$ cat src/rtl/wlc_pkg.sv
// Shared types, status codes and saturating level helpers for the water level controller.
package wlc_pkg;

  localparam int unsigned LEVEL_W  = 10;
  localparam int unsigned STATUS_W = 3;

  typedef logic [LEVEL_W-1:0] level_t;

  // Latched fill/drain command
  typedef struct packed {
    logic   drain;
    level_t target;
  } wlc_cmd_t;

  typedef enum logic [2:0] {
    ST_IDLE,
    ST_START,
    ST_FILL,
    ST_DRAIN,
    ST_SETTLE,
    ST_DONE,
    ST_FAULT
  } state_e;

  localparam logic [STATUS_W-1:0] STATUS_OK       = 3'd0;
  localparam logic [STATUS_W-1:0] STATUS_TIMEOUT  = 3'd1;
  localparam logic [STATUS_W-1:0] STATUS_FLOW_ERR = 3'd2;
  localparam logic [STATUS_W-1:0] STATUS_ABORTED  = 3'd3;
  localparam logic [STATUS_W-1:0] STATUS_LEAK     = 3'd4;

  // a - d, clamped at 0; evaluated one bit wider so the borrow is visible
  function automatic level_t sat_sub(input level_t a, input int unsigned d);
    logic [LEVEL_W:0] r;
    r = {1'b0, a} - (LEVEL_W+1)'(d);
    return r[LEVEL_W] ? '0 : r[LEVEL_W-1:0];
  endfunction

  // a + d, clamped at full scale; evaluated one bit wider so the carry is visible
  function automatic level_t sat_add(input level_t a, input int unsigned d);
    logic [LEVEL_W:0] r;
    r = {1'b0, a} + (LEVEL_W+1)'(d);
    return r[LEVEL_W] ? '1 : r[LEVEL_W-1:0];
  endfunction

endpackage

$ cat src/rtl/wlc_down_timer.sv
// Loadable down-counter. count holds the number of cycles remaining after
// the current one, so zero_c marks the last counted cycle.
// Ports: clk, reset (async, active-high), load/load_val, en, zero_c.
module wlc_down_timer #(
  parameter int unsigned W = 8
) (
  input  logic         clk,
  input  logic         reset,
  input  logic         load,
  input  logic [W-1:0] load_val,
  input  logic         en,
  output logic         zero_c
);

  logic [W-1:0] count;

  // Load wins over enable; the counter parks at zero
  always_ff @(posedge clk or posedge reset) begin
    if (reset)                  count <= '0;
    else if (load)              count <= load_val;
    else if (en && count != '0) count <= count - W'(1);
  end

  assign zero_c = (count == '0);

endmodule

$ cat src/rtl/water_level_controller.sv
// Fill/drain-to-level controller: drives fill valve and drain pump, restarts
// and sets the mode of the flow monitor, settles with hysteresis, and aborts
// on abort / flow error / timeout.
// Ports: clk, reset (async, active-high); command cmd_valid/cmd_ready/
// cmd_drain/cmd_target; water_level_sensor, flow_error, abort, clear_fault;
// outputs fill_valve, drain_pump, mon_mode, mon_reset, busy, done, fault, status.
// Build option: define WLC_LEAK_DETECT_EN to fault with LEAK when the level
// drops below target - 2*HYST during a fill settle.
module water_level_controller
  import wlc_pkg::*;
#(
  parameter int unsigned HYST          = 4,
  parameter int unsigned SETTLE_CYCLES = 16,
  parameter int unsigned MAX_CYCLES    = 4000
) (
  input  logic                clk,
  input  logic                reset,
  input  logic                cmd_valid,
  output logic                cmd_ready,
  input  logic                cmd_drain,
  input  logic [LEVEL_W-1:0]  cmd_target,
  input  logic [LEVEL_W-1:0]  water_level_sensor,
  input  logic                flow_error,
  input  logic                abort,
  input  logic                clear_fault,
  output logic                fill_valve,
  output logic                drain_pump,
  output logic                mon_mode,
  output logic                mon_reset,
  output logic                busy,
  output logic                done,
  output logic                fault,
  output logic [STATUS_W-1:0] status
);

  localparam int unsigned TMO_W = $clog2(MAX_CYCLES + 1);
  localparam int unsigned SET_W = $clog2(SETTLE_CYCLES + 1);

  state_e        state, state_nxt;
  wlc_cmd_t      cmd_q;
  logic          from_start_q;
  logic          accept, active, has_fault;
  logic          level_met, settle_ok, leak_c;
  logic          tmo_zero_c, settle_zero_c, settle_load;
  logic          mon_mode_nxt;
  logic [STATUS_W-1:0] fault_code, status_nxt;
  level_t        lo, hi;

  assign lo = sat_sub(cmd_q.target, HYST);
  assign hi = sat_add(cmd_q.target, HYST);

  assign active      = (state == ST_START) || (state == ST_FILL) ||
                       (state == ST_DRAIN) || (state == ST_SETTLE);
  assign settle_load = (state_nxt == ST_SETTLE) && (state != ST_SETTLE);

  // Per-command timeout, not reloaded on settle re-entry
  wlc_down_timer #(.W(TMO_W)) u_tmo (
    .clk      (clk),
    .reset    (reset),
    .load     (accept),
    .load_val (TMO_W'(MAX_CYCLES - 1)),
    .en       (active),
    .zero_c   (tmo_zero_c)
  );

  // Settle window length
  wlc_down_timer #(.W(SET_W)) u_settle (
    .clk      (clk),
    .reset    (reset),
    .load     (settle_load),
    .load_val (SET_W'(SETTLE_CYCLES - 1)),
    .en       (state == ST_SETTLE),
    .zero_c   (settle_zero_c)
  );

  // Level checks against the latched command
  always_comb begin
    level_met = cmd_q.drain ? (water_level_sensor <= cmd_q.target)
                            : (water_level_sensor >= cmd_q.target);
    settle_ok = cmd_q.drain ? (water_level_sensor <= hi)
                            : (water_level_sensor >= lo);
`ifdef WLC_LEAK_DETECT_EN
    leak_c = (state == ST_SETTLE) && !cmd_q.drain &&
             (water_level_sensor < sat_sub(cmd_q.target, 2 * HYST));
`else
    leak_c = 1'b0;
`endif
  end

  // Next state and next registered output values
  always_comb begin
    state_nxt    = state;
    accept       = 1'b0;
    has_fault    = 1'b0;
    fault_code   = STATUS_OK;
    status_nxt   = status;
    mon_mode_nxt = mon_mode;

    case (state)
      ST_IDLE: begin
        if (cmd_valid) begin
          accept    = 1'b1;
          state_nxt = ST_START;
        end
      end
      ST_START, ST_FILL, ST_DRAIN, ST_SETTLE: begin
        // Fault priority: abort, flow error, timeout, leak
        if (abort) begin
          has_fault  = 1'b1;
          fault_code = STATUS_ABORTED;
        end else if ((state == ST_FILL || state == ST_DRAIN) && flow_error &&
                     !from_start_q) begin
          has_fault  = 1'b1;
          fault_code = STATUS_FLOW_ERR;
        end else if (tmo_zero_c) begin
          has_fault  = 1'b1;
          fault_code = STATUS_TIMEOUT;
        end else if (leak_c) begin
          has_fault  = 1'b1;
          fault_code = STATUS_LEAK;
        end else begin
          case (state)
            ST_START:  state_nxt = level_met ? ST_DONE
                                 : (cmd_q.drain ? ST_DRAIN : ST_FILL);
            ST_FILL,
            ST_DRAIN:  if (level_met) state_nxt = ST_SETTLE;
            default: begin
              if (settle_zero_c)
                state_nxt = settle_ok ? ST_DONE
                          : (cmd_q.drain ? ST_DRAIN : ST_FILL);
            end
          endcase
        end
        if (has_fault) state_nxt = ST_FAULT;
      end
      ST_DONE:  state_nxt = ST_IDLE;
      ST_FAULT: if (clear_fault) state_nxt = ST_IDLE;
      default:  state_nxt = ST_IDLE;
    endcase

    if (accept)                  status_nxt = STATUS_OK;
    else if (has_fault)          status_nxt = fault_code;
    else if (state_nxt == ST_DONE) status_nxt = STATUS_OK;

    // START takes its mode from the command being accepted
    case (state_nxt)
      ST_START: mon_mode_nxt = ~cmd_drain;
      ST_FILL:  mon_mode_nxt = 1'b1;
      ST_DRAIN: mon_mode_nxt = 1'b0;
      default:  mon_mode_nxt = mon_mode;
    endcase
  end

  // State and registered outputs
  always_ff @(posedge clk or posedge reset) begin
    if (reset) begin
      state        <= ST_IDLE;
      cmd_q        <= '0;
      from_start_q <= 1'b0;
      cmd_ready    <= 1'b1;
      fill_valve   <= 1'b0;
      drain_pump   <= 1'b0;
      mon_mode     <= 1'b0;
      mon_reset    <= 1'b0;
      busy         <= 1'b0;
      done         <= 1'b0;
      fault        <= 1'b0;
      status       <= STATUS_OK;
    end else begin
      state <= state_nxt;
      if (accept) begin
        cmd_q.drain  <= cmd_drain;
        cmd_q.target <= cmd_target;
      end
      from_start_q <= (state == ST_START);
      cmd_ready    <= (state_nxt == ST_IDLE);
      fill_valve   <= (state_nxt == ST_FILL);
      drain_pump   <= (state_nxt == ST_DRAIN);
      mon_mode     <= mon_mode_nxt;
      mon_reset    <= (state_nxt == ST_START);
      busy         <= (state_nxt != ST_IDLE);
      done         <= (state_nxt == ST_DONE);
      fault        <= (state_nxt == ST_FAULT);
      status       <= status_nxt;
    end
  end

endmodule

$ cat config.mk
export PLATFORM = sky130hd
export DESIGN_NAME = water_level_controller
export DESIGN_NICKNAME = d
export VERILOG_FILES = /design/src/rtl/wlc_pkg.sv /design/src/rtl/wlc_down_timer.sv /design/src/rtl/water_level_controller.sv
export SDC_FILE = /design/constraint.sdc
export NUM_CORES = 1
export LEC_CHECK = 0
export CAP_MARGIN = 15
export CELL_PAD_IN_SITES_DETAIL_PLACEMENT = 0
export CELL_PAD_IN_SITES_GLOBAL_PLACEMENT = 2
export CORE_UTILIZATION = 37
export DETAILED_ROUTE_END_ITERATION = 8
export PLACE_DENSITY_LB_ADDON = 0.08
export SYNTH_ARGS = -nofsm -noshare
export SYNTH_HDL_FRONTEND = slang
export SYNTH_SLANG_ARGS = --single-unit
$ cat constraint.sdc
create_clock -name clk -period 8.65 [get_ports clk]
set_input_delay 2.595 -clock clk [delete_from_list [all_inputs] [get_ports clk]]
set_output_delay 2.595 -clock clk [all_outputs]
set_load 0.005 [all_outputs]
==> flow_metrics.py <==
metrics = {
    "run_status": {
        "status": "completed",
    },
    "cells_and_area": {
        "final_layout_size_suffix_gt1_share_pct": 6.63,
        "layout_common_cells": "nand2_1 (45), dfrtp_1 (41), clkdlybuf4s50_1 (36)",
        "nets": 422,
        "antenna_cells": 0,
        "layout_commonest_cell": "nand2_1",
        "fin_area_sq_um": 3510,
        "syn_to_final_growth_pct": 19.5,
        "post-route-util_pct": 45.5,
        "n_fill_cell": 774,
    },
    "global_route": {
        "grt_usage_pct": 17.7,
        "antenna_found_initial": 0,
        "grt_first_pass_wirelength_mm": 11.6,
        "grt_start_max_net_pins": 43,
        "grt-ovfl-total": 0,
        "grt_pass1_vias": 2324,
    },
    "power_and_ir_drop": {
        "worst_ir_drop_vdd_uv": 140,
        "power_mw": 1.20,
        "power.density_nw_per_um2": 343,
        "p_leak_nw": 1.45,
    },
    "synth": {
        "ys_seq_area_share_pct": 35.8,
        "syn_nets": 385,
        "ys_seq_elements": 42,
        "syn_avg_cell_area_sq_um": 9.08,
        "syn_inst": 324,
        "ys.flop_type": "dfrtp_1",
        "synth_edf_count": 0,
        "yosysUniqueCellTypes": 59,
        "ys.warnings.count": 0,
        "synthArstFlopShare_pct": 100,
        "synth_area_sq_um": 2940,
    },
    "detailed_routing": {
        "wl_met3_um": 221,
        "postRouteAntennaNets": 0,
        "vias": 2413,
        "drt_iter0_drc": 77,
        "firstDrtPassIters": 4,
        "wl_met1_mm": 3.43,
        "viasPerCell": 5.20,
        "wl_mm": 6.87,
        "drc": 0,
        "avgRoutedWirePerCell_um": 14.8,
        "routed.top_layer": "met4",
        "wl_met2_mm": 3.13,
    },
    "sta": {
        "fin_crit_ps": 5280,
        "slew_headroom_pct": 56.3,
        "slew_viol_final": 0,
        "setup_viol": 0,
        "max_freq_mhz": 189,
        "period_share_pct": 61.0,
        "hold_violations": 0,
        "clock_skew_ps": 10.2,
        "grt_setup_unrepaired": "false",
        "tightest_slew_ps": 651,
        "setup_tns_ps": 0,
    },
    "floorplanning": {
        "die_height_um": 91.2,
        "fp.dieW_um": 91.2,
        "fp.dieArea_sq_um": 8310,
        "coreArea_sq_um": 7730,
        "rows": 32,
        "initial_core_util_pct": 38.1,
        "ioPinCount": 38,
    },
    "clock_network": {
        "cts_buffers": 5,
        "cts.sink_count": 42,
        "clock-root-buffer": "clkbuf_8",
        "ctsResizeCount": 0,
        "holdBufCountCts": 0,
        "clk_pin_slew_ps": 80,
        "clockBufferDepth": 2,
        "clkLatencyLatePin_ps": 300,
        "cts_tree": "built",
        "postCtsSetupRepairBufs": 0,
        "htree_levels": 2,
    },
    "critical_path": {
        "critPathRequiredTime_ps": 8830,
        "crit_path_start": "cmd_valid",
        "critPathKind": "input pin to flip-flop",
        "slowest_delay_ps": 730,
        "cp_cell_sequence": "clkdlybuf4s50_1 -> nand3b_1 -> clkinv_1 -> nor3_1 -> o2bb2ai_1 -> o41a_2 -> nand2_2 -> or3_1",
        "cp-end-kind": "flip-flop",
        "cp.arrival_ps": 5450,
        "critPathMaxFanout": 26,
        "r2r-start": "cmd_q[2]",
        "start_kind": "input pin",
        "slowest_stage": "clkinv_1",
    },
    "placement": {
        "dp_hpwl_mm": 5.38,
        "io_buffers": 36,
        "post_dp_cell_area_sq_um": 3400,
        "gp_congestion": 0.787,
    },
    "job": {
        "drv_cap": 0,
    },
    "min_path": {
        "min_from": "status[1]",
        "hp-class": "flip-flop to flip-flop",
    },
}
worst max-delay path: cells and delay by family:
kind                   cells  cell delay (ps)
and+or+nand+nor            4             1320
buffers and inverters      2             1150
AOI/OAI and AO/OA          2              370
flip-flops by register name, summed over array words and instances (netlist names):
| register | flops |
|---|---|
| mon_mode | 1 |
| busy | 1 |
| status | 2 |
| state | 3 |
| fault | 1 |
| cmd_q | 11 |
| mon_reset | 1 |
| from_start_q | 1 |
| drain_pump | 1 |
| fill_valve | 1 |
| u_settle.count | 5 |
| u_tmo.count | 12 |
| done | 1 |
| cmd_ready | 1 |
path summary, 6_finish.rpt:
path	cells past startpoint	end	slack (ps)
max	8	busy	3370
max reg2reg	14	status[0]	4700
min	1	status[1]	500
min in group asynchronous	3	mon_reset	2720
max in group asynchronous	3	cmd_ready	5540
min reg2reg	1	status[1]	500
synthesized netlist by cell type (all sizes together), types with 2 or more instances:
cell type	count	area share (%)
nor3	14	2.4
xnor2	14	4.2
or4	3	1.0
nand4	11	2.6
o2bb2ai	3	0.89
nand2b	6	1.3
nand3b	3	0.77
o21a	2	0.51
or2b	2	0.55
and3	2	0.43
o21ai	22	3.7
dfrtp	41	35
clkbuf	4	0.51
mux2i	2	0.68
xor2	7	2.1
a21oi	12	2.0
or2	3	0.64
o41a	2	0.81
buf	3	0.81
o211ai	3	0.94
o311a	2	0.68
inv	20	2.6
nand2	46	6.0
nor2	22	2.9
ha	34	14
and2	3	0.64
a211oi	4	1.0
nand3	9	1.5
or3	4	0.85
nor4	5	1.6
layout make-up:
cell class                 instances  area [sq um]  area share, %
sequential                        42          1050           29.9
clock inverter                     1          30.0          0.854
multi-input combinational        254          1770           50.4
inverter                          21          78.8           2.24
tap                              102           128           3.63
timing repair buffer              37           368           10.5
clock buffer                       7          86.3           2.46
kinds of logic (layout without fill, tap and decap cells):
group / count (synthesis) / in the layout / synth area share (%)
muxes: 2 / 2 / 0.681
buffers and inverters: 28 / 66 / 4.00
and+or+nand+nor: 138 / 138 / 24.5
AOI/OAI and AO/OA: 58 / 58 / 14.2
DFF: 42 / 42 / 35.8
adders and majority gates: 34 / 34 / 14.5
xor gates and xnor gates: 21 / 21 / 6.25
other: 1 / 1 / 0.127
power breakdown:
group / switching [mW] / internal (mW) / total [mW]
combinational: 0.394 / 0.301 / 0.694
sequential: 0.0724 / 0.272 / 0.345
clock: 0.0706 / 0.0942 / 0.165
metrics by stage:
stage	hold slack, ps	instances	setup WS [ps]
4_1_cts	506	464	3310
5_1_grt	518	464	3110
3_5_place_dp	473	456	3010
2_1_floorplan	478	324	4000
3_3_place_gp	481	456	3100
6_report	498	464	3370
metal layers:
layer,vias to the layer above,track usage [%]
li1,1228,-
met1,1134,24.2
met2,43,28.7
met3,8,3.18
met4,0,5.03
met5,-,0
Note: power is estimated with default switching activity, not from simulation.
